## config.mk

```make
export PLATFORM = sky130hd
export DESIGN_NAME = adder_2_inv
export DESIGN_NICKNAME = d
export VERILOG_FILES = /design/src/rtl/adder_2_inv_pkg.sv /design/src/rtl/adder_2_inv_pipe_stage_hs.sv /design/src/rtl/adder_2_inv.sv
export SDC_FILE = /design/constraint.sdc
export NUM_CORES = 1
export LEC_CHECK = 0
export ABC_AREA = 1
export BUFFER_PORTS_ARGS = -buffer_cell sky130_fd_sc_hd__buf_4
export CAP_MARGIN = 30
export CORE_UTILIZATION = 64
export CTS_BUF_LIST = sky130_fd_sc_hd__clkbuf_8 sky130_fd_sc_hd__clkbuf_16
export DETAILED_ROUTE_END_ITERATION = 16
export PLACE_DENSITY = 0.88
export SLEW_MARGIN = 20
export SYNTH_ARGS = -nofsm -noshare
export SYNTH_HDL_FRONTEND = slang
export SYNTH_SLANG_ARGS = --single-unit
export TNS_END_PERCENT = 100
```

## constraint.sdc

```tcl
create_clock -name clk -period 5.51 [get_ports clk]
set_input_delay 0.551 -clock clk [delete_from_list [all_inputs] [get_ports clk]]
set_output_delay 0.551 -clock clk [all_outputs]
set_load 0.1 [all_outputs]
```

## src/rtl/adder_2_inv_pkg.sv

```systemverilog
// Width defaults shared by the forward 4-operand adder and its inverse,
// so both ends of the link agree on the data and counter widths.
package adder_2_inv_pkg;

  localparam int DSIZE_DEF = 64;
  localparam int UF_W_DEF  = 16;

endpackage

```

## src/rtl/adder_2_inv_pipe_stage_hs.sv

```systemverilog
// One valid/enable pipeline register. Data only loads with a valid beat,
// so an enabled-but-empty stage clears its valid and keeps stale data.
module pipe_stage_hs
  import adder_2_inv_pkg::*;
#(
  parameter int W = 8
) (
  input  logic         clk,
  input  logic         rst_n,
  input  logic         en,
  input  logic         vld_in,
  input  logic [W-1:0] d_in,
  output logic         vld_out,
  output logic [W-1:0] d_out
);

  always_ff @(posedge clk or negedge rst_n) begin
    if (!rst_n) begin
      vld_out <= 1'b0;
      d_out   <= '0;
    end else if (en) begin
      vld_out <= vld_in;
      if (vld_in) d_out <= d_in;
    end
  end

endmodule

```

## src/rtl/adder_2_inv.sv

```systemverilog
// Inverse of the 4-operand adder: recovers the fourth operand as
// sum - a - b - c through a two-stage valid/ready pipeline.
module adder_2_inv
  import adder_2_inv_pkg::*;
#(
  parameter int DSIZE = DSIZE_DEF,
  parameter int UF_W  = UF_W_DEF
) (
  input  logic             clk,
  input  logic             rst_n,
  input  logic             in_vld,
  output logic             in_rdy,
  input  logic [DSIZE-1:0] sum,
  input  logic [DSIZE-1:0] in_a,
  input  logic [DSIZE-1:0] in_b,
  input  logic [DSIZE-1:0] in_c,
  output logic             out_vld,
  input  logic             out_rdy,
  output logic [DSIZE-1:0] diff,
  output logic             borrow,
  input  logic             uf_clr,
  output logic [UF_W-1:0]  uf_cnt
);

  localparam int XW = DSIZE + 2;

  function automatic logic [UF_W-1:0] sat_inc(input logic [UF_W-1:0] v);
    return (&v) ? v : v + 1'b1;
  endfunction

  logic          s1_en, s2_en;
  logic          vld_p1, vld_p2;
  logic [XW-1:0] sum_x_p0, partial_p0;
  logic [XW-1:0] sum_x_p1, partial_p1;
  logic [DSIZE-1:0] diff_p1;
  logic             borrow_p1;
  logic [DSIZE:0]   res_p2;

  assign s2_en  = ~vld_p2 | out_rdy;
  assign s1_en  = ~vld_p1 | s2_en;
  assign in_rdy = s1_en;

  // ---- S0 -> S1: exact 3-way partial sum, two guard bits so it never wraps
  assign sum_x_p0   = {2'b00, sum};
  assign partial_p0 = {2'b00, in_a} + {2'b00, in_b} + {2'b00, in_c};

  pipe_stage_hs #(.W(2 * XW)) u_s1 (
    .clk     (clk),
    .rst_n   (rst_n),
    .en      (s1_en),
    .vld_in  (in_vld),
    .d_in    ({sum_x_p0, partial_p0}),
    .vld_out (vld_p1),
    .d_out   ({sum_x_p1, partial_p1})
  );

  // ---- S1 -> S2: modular difference plus borrow from the exact compare
  assign diff_p1   = sum_x_p1[DSIZE-1:0] - partial_p1[DSIZE-1:0];
  assign borrow_p1 = (partial_p1 > sum_x_p1);

  pipe_stage_hs #(.W(DSIZE + 1)) u_s2 (
    .clk     (clk),
    .rst_n   (rst_n),
    .en      (s2_en),
    .vld_in  (vld_p1),
    .d_in    ({borrow_p1, diff_p1}),
    .vld_out (vld_p2),
    .d_out   (res_p2)
  );

  assign out_vld = vld_p2;
  assign diff    = res_p2[DSIZE-1:0];
  assign borrow  = res_p2[DSIZE];

  // ---- Underflow counter: clear wins over a same-cycle increment
  always_ff @(posedge clk or negedge rst_n) begin
    if (!rst_n) begin
      uf_cnt <= '0;
    end else if (uf_clr) begin
      uf_cnt <= '0;
    end else if (vld_p2 && out_rdy && borrow) begin
      uf_cnt <= sat_inc(uf_cnt);
    end
  end

endmodule

```

After elaboration in Yosys (flattened, before gate mapping)
Index checks and enable logic that the tools add are counted.
{ "classes": {"n_addsub": 4, "n_lt_le_gt_ge": 1, "n_eq_ne": 1, "n_mux": 3, "n_bitwise": 4, "n_reduce_logical": 7} }
{ "ops": {"columns": ["op", "n"], "rows": [
  ["$add 65x64->66", 1],
  ["$gt 66x64->1", 1],
  ["$add 64x64->65", 1],
  ["$sub 64x64->64", 1],
  ["$mux 16", 3],
  ["$add 16x1->16 const B", 1],
  ["$reduce_and 16->1", 1],
  ["$reduce_and 2->1", 3],
  ["$logic_and 1x1->1", 2],
  ["$ne 2x2->1 const B", 1],
  ["$not 1->1", 2],
  ["$or 1x1->1", 2],
  ["$reduce_bool 2->1", 1]
]} }
{ "word_totals": {"reg_bits": 213, "inputBits": 261, "out_inout_bits": 83, "elab_cells": 25} }

Longest topological paths before layout
{ "logic_depth": {"depth_word": 4, "depth_mapped": 18, "ltp_nobuf": 18} }

Hierarchy
Synthesis repeated with hierarchy kept, for this count alone.
{ "hier_totals": {"hier_cells": 3721, "area_unflattened_um2": 22902.0} }
{ "modules_own_cells": {"columns": ["module", "instances", "cells_per_inst", "area_per_inst_um2", "seq_area_each_um2"], "rows": [
  ["adder_2_inv", 1, 2860, 14999.4, 400.4],
  ["pipe_stage_hs at u_s1", 1, 576, 5313.8, 3328.2],
  ["pipe_stage_hs at u_s2", 1, 285, 2588.7, 1651.6]
]} }

Worst setup path after synthesis
Ideal clock, no wire load.
{ "synth_timing": {"path_type": "register -> register", "start": "reg u_s2.vld_out", "end": "reg u_s1.vld_out", "setup_time_ps": 162, "arrival_ps": 2990, "t_required_ps": 5348, "slack_ps": 2359, "path_stages_with_launch": 6, "path_buffers": 2, "period_less_slack_ps": 3151, "cell_sequence": "dfrtp_1 -> nand3_1 -> nand2_1 -> clkbuf_1 -> clkbuf_1 -> nand2_1"} }
{ "synth_between": {"elab_chain_cells": 3} }
{ "synth_lines": {"columns": ["element", "line", "text"], "rows": [
  ["start: declaration", "adder_2_inv_pipe_stage_hs.sv:13", "output logic vld_out,"],
  ["start signal: assignment", "adder_2_inv_pipe_stage_hs.sv:22", "vld_out <= vld_in;"],
  ["$not 1->1", "adder_2_inv.sv:39", "assign s2_en = ~vld_p2 | out_rdy;"],
  ["$or 1x1->1", "adder_2_inv.sv:39", null],
  ["$or 1x1->1", "adder_2_inv.sv:40", "assign s1_en = ~vld_p1 | s2_en;"],
  ["via in_rdy", "adder_2_inv.sv:12", "output logic in_rdy,"],
  ["end signal: assignment", "adder_2_inv_pipe_stage_hs.sv:22", null],
  ["end: declaration", "adder_2_inv_pipe_stage_hs.sv:13", null]
]} }
The timed path passes the listed nets, and every way through them passes these cells.
A chain may end at the register's enable or synchronous reset.

Worst setup path in the final report
{ "layout_timing": {"start": "reg u_s1.d_out[62]", "end": "reg u_s2.d_out[64]"} }
{ "layout_between": {"elab_chain_cells": 1} }
{ "layout_lines": {"columns": ["element", "line", "text"], "rows": [
  ["start: declaration", "adder_2_inv_pipe_stage_hs.sv:14", "output logic [W-1:0] d_out"],
  ["start signal: assignment", "adder_2_inv_pipe_stage_hs.sv:23", "if (vld_in) d_out <= d_in;"],
  ["$gt 66x64->1", "adder_2_inv.sv:59", "assign borrow_p1 = (partial_p1 > sum_x_p1);"],
  ["end signal: assignment", "adder_2_inv_pipe_stage_hs.sv:23", null],
  ["end: declaration", "adder_2_inv_pipe_stage_hs.sv:14", null]
]} }
Every way passes these cells.

==> reports/qor.csv <==
metric;value;unit
status;complete, no violations;
die width;190;um
first-pass GRT wire length;110000;um
Syn Std Cell Area;0.0226;mm^2
CTS H-tree lvls;1;
DR DRC count;0;
hold buffers post-CTS;0;
Post-DP HPWL;57300;um
VDD IR max;0.000728;V
largest net degree at the start of global routing;125;
critical path depth;11;
Routed WL per cell;15.0;um
PortBufs;343;
worst reg2reg setup slack;2780;ps
Die Ht;190;um
RSZ-0062 raised after global routing;false;
Clock power frac;0.119;
post-route cell area;0.0264;mm^2
YS warnings;0;
Power Internal;0.00507;W
syn_nets;4257;
root buf cell;clkbuf_16;
Clk pin slew, worst setup/hold paths;70;ps
final hold vios;0;
Core Region;0.0346;mm^2
Tot Pwr;0.0118;W
mean number of vias per cell;5.19;
initial core utilization;0.653;
Worst Skew;10.2;ps
Max Cap Viol;0;
placed cell area;0.0257;mm^2
fin crit share;0.496;
Sink Count;213;
num rows;68;
Slew @ Worst Pin;917;ps
crit path launch type;flip-flop;
CP Launch Point;u_s1.d_out[62]$_DFFE_PN0P_;
setup TNS;0;ps
Multi-input gate area;0.0140;mm^2
Cell Pwr Density;448;mW/mm^2
post-synthesis sequential area ratio;0.236;
worst setup path category;reg -> reg;
I/O pin cnt;344;
GRT Total Usage;0.384;
post_cts resized;0;
dominant synthesized flop cell;dfrtp_1;
Worst Reg-to-Reg Cells;11;
GPL Wtd Cong;1.01;
combinational share of power;0.675;
die area;0.0361;mm^2
Area growth syn-to-layout;16.5;%
fillers;2909;
Nets;4587;
crit path max-delay cell type;nor3_1;
Mean Syn Cell Area;6.05;um^2
CP dominant cell by count;nand2_1;
final setup fails;0;
crit-path cells;ha_1, inv_1, nor3_1, nand2_1, nor2_1, nand2_1, nor3_1, nor2_1, nand2_1, nand2_1, nand2_1;
Critical Path RT;5980;ps
Detail Route Antenna Nets;0;
met2 global-route usage;0.657;
fmax;0.366;GHz
share of cells above drive strength 1;0.111;
initial antenna violation count;0;
CTS tree;done;
busiest grt layer;met2;
Arrival @ worst endpoint;3200;ps
critical path's largest stage delay;740;ps
RR Endpoint;u_s2.d_out[64]$_DFFE_PN0P_;
Post-CTS Setup Bufs;0;
worst-skew pair later-pin latency;530;ps
worst setup path endpoint;u_s2.d_out[64]$_DFFE_PN0P_;
worst r2r src;u_s1.d_out[62]$_DFFE_PN0P_;
Leak;16.0;nW
sequential share of power;0.206;
Crit path max-delay family;simple AND/OR/NAND/NOR gates;
Sw Share;0.571;
CTS max path bufs;3;
number of enable flip-flop cells after synthesis;0;
Switch Pwr;0.00674;W
Buffers & Inverters on Critical Path;1;
post-synthesis cell type count;41;
DRT Wirelength;68300;um
worst hold path class;in -> async;
CP max FO;5;
vias in the first global route;22300;
Via Count;23600;
Final Max Slew Viols;0;
Worst slew margin;0.384;
Initial DRC Count;1767;
met3 usage;0.0260;
M1 GR Usage;0.494;
Crit. End Element;flip-flop;
ANT cells;0;
GRT Residual Overflow;0;
TritonCTS Buffers;21;
Seq cells post-synth;213;
FF/Latch Area;0.00533;mm^2
async set or reset register ratio after synthesis;1.00;
drt pass-1 iters;6;
Synth Instances;3739;
min Tclk post-route;2730;ps
[flip-flops by register name (all words and copies together), names as in the netlist]
signal / cells
u_s1.d_out: 130
u_s2.vld_out: 1
u_s2.d_out: 65
u_s1.vld_out: 1
uf_cnt: 16
[cell usage in the layout, fill, tap and decap left out, types with 3 or more instances in the layout]
master	instances
nor3_2	6
o21ai_1	12
o21ai_0	144
nand2_1	1529
clkinvlp_4	3
buf_4	345
nand2_2	22
clkbuf_16	21
o21bai_1	5
nor4_1	4
nand3_1	162
xnor2_1	47
o21a_1	5
nand4_1	11
inv_6	3
nor2_1	209
clkinv_2	3
or2_2	6
o22ai_1	8
nor2_2	18
nand3_2	7
a21oi_1	125
xor2_1	3
nand3b_1	20
dfrtp_1	213
inv_1	844
fa_1	66
clkbuf_8	5
nor3_1	23
ha_1	191
[power groups by stage]
| stage | logic, W | registers [W] | clock network, W |
|---|---|---|---|
| floorplan | 0.00404 | 0.00407 | 0 |
| global placement | 0.00766 | 0.00241 | 0 |
| detailed placement | 0.00781 | 0.00244 | 0 |
| CTS | 0.00787 | 0.00242 | 0.00140 |
| global route | 0.00872 | 0.00248 | 0.00147 |
| finish | 0.00798 | 0.00243 | 0.00140 |
[worst min-delay path by stage]
stage                                          start                    endpoint  slack, ps
after global routing                           rst_n   u_s2.d_out[0]$_DFFE_PN0P_        120
after detailed placement  u_s1.d_out[64]$_DFFE_PN0P_  u_s1.d_out[64]$_DFFE_PN0P_        470
after CTS                                      rst_n   u_s2.d_out[0]$_DFFE_PN0P_         80
after floorplan                                rst_n   u_s1.d_out[0]$_DFFE_PN0P_        260
final                                          rst_n  u_s2.d_out[11]$_DFFE_PN0P_         30
after global placement    u_s1.d_out[64]$_DFFE_PN0P_  u_s1.d_out[64]$_DFFE_PN0P_        460
[worst register-to-register path, stage by stage, from the launching register on]
cell     delay, ps
dfrtp_1        420
ha_1           420
inv_1           90
nor3_1         740
nand2_1        200
nor2_1         280
nand2_1        120
nor3_1         150
nor2_1          60
nand2_1         70
nand2_1         60
nand2_1         60
[cells in the mapped netlist, types with 2 or more instances]
library cell     n  area (um^2)
xnor2_1         47          412
nor4_1           4         25.0
nand3_1        162          811
and2_1           2         12.5
nand2_1       1531         5750
or2_2            6         37.5
nand3b_1        20          150
nand4_1         11         68.8
nor2_4           2         22.5
clkbuf_1        28          105
fa_1            66         1320
xor2_1           3         26.3
inv_1          842         3160
o31ai_1          2         15.0
o21a_1           5         37.5
dfrtp_1        213         5330
nor2_1         209          785
inv_2            2         7.51
nand2_4          2         22.5
nand2_2         20          125
nor3_1          23          115
nor2_2          18          113
nor3_2           6         60.1
nand3_2          7         70.1
o21bai_1         5         37.5
o21ai_1         12         60.1
a21oi_1        125          626
ha_1           191         2390
o22ai_1          8         50.1
buf_2           11         55.1
o21ai_0        144          721
buf_1            3         11.3
[through the flow]
step	hold slack [ps]	util	setup WS (ps)	std cells
finish	30.0	0.761	2780	4539
global route	116	0.761	2640	4539
CTS	81.4	0.761	2890	4539
detailed placement	468	0.742	2350	4501
global placement	461	0.741	2340	4499
floorplan	255	-	2360	3739
[final cells by class]
type,instances,area share
tap,455,0.0216
clock buffer,25,0.0220
multi-input combinational,2640,0.529
inverter,844,0.120
clock inverter,13,0.00318
sequential,213,0.202
timing repair buffer,349,0.101
[metal layers]
| layer | vias up | part of all wire |
|---|---|---|
| met4 | 0 | 0.049 |
| met1 | 10600 | 0.41 |
| met5 | - | 0 |
| met2 | 962 | 0.47 |
| met3 | 166 | 0.070 |
| li1 | 11800 | - |
[cell families after synthesis]
group | synth area share
AND/OR/NAND/NOR | 0.363
buffers and inverters | 0.148
AO/OA/AOI/OAI | 0.0705
adder cells (fa/ha/maj) | 0.164
flip-flops | 0.236
XOR/XNOR | 0.0194
Note: power is estimated with default switching activity, not from simulation.
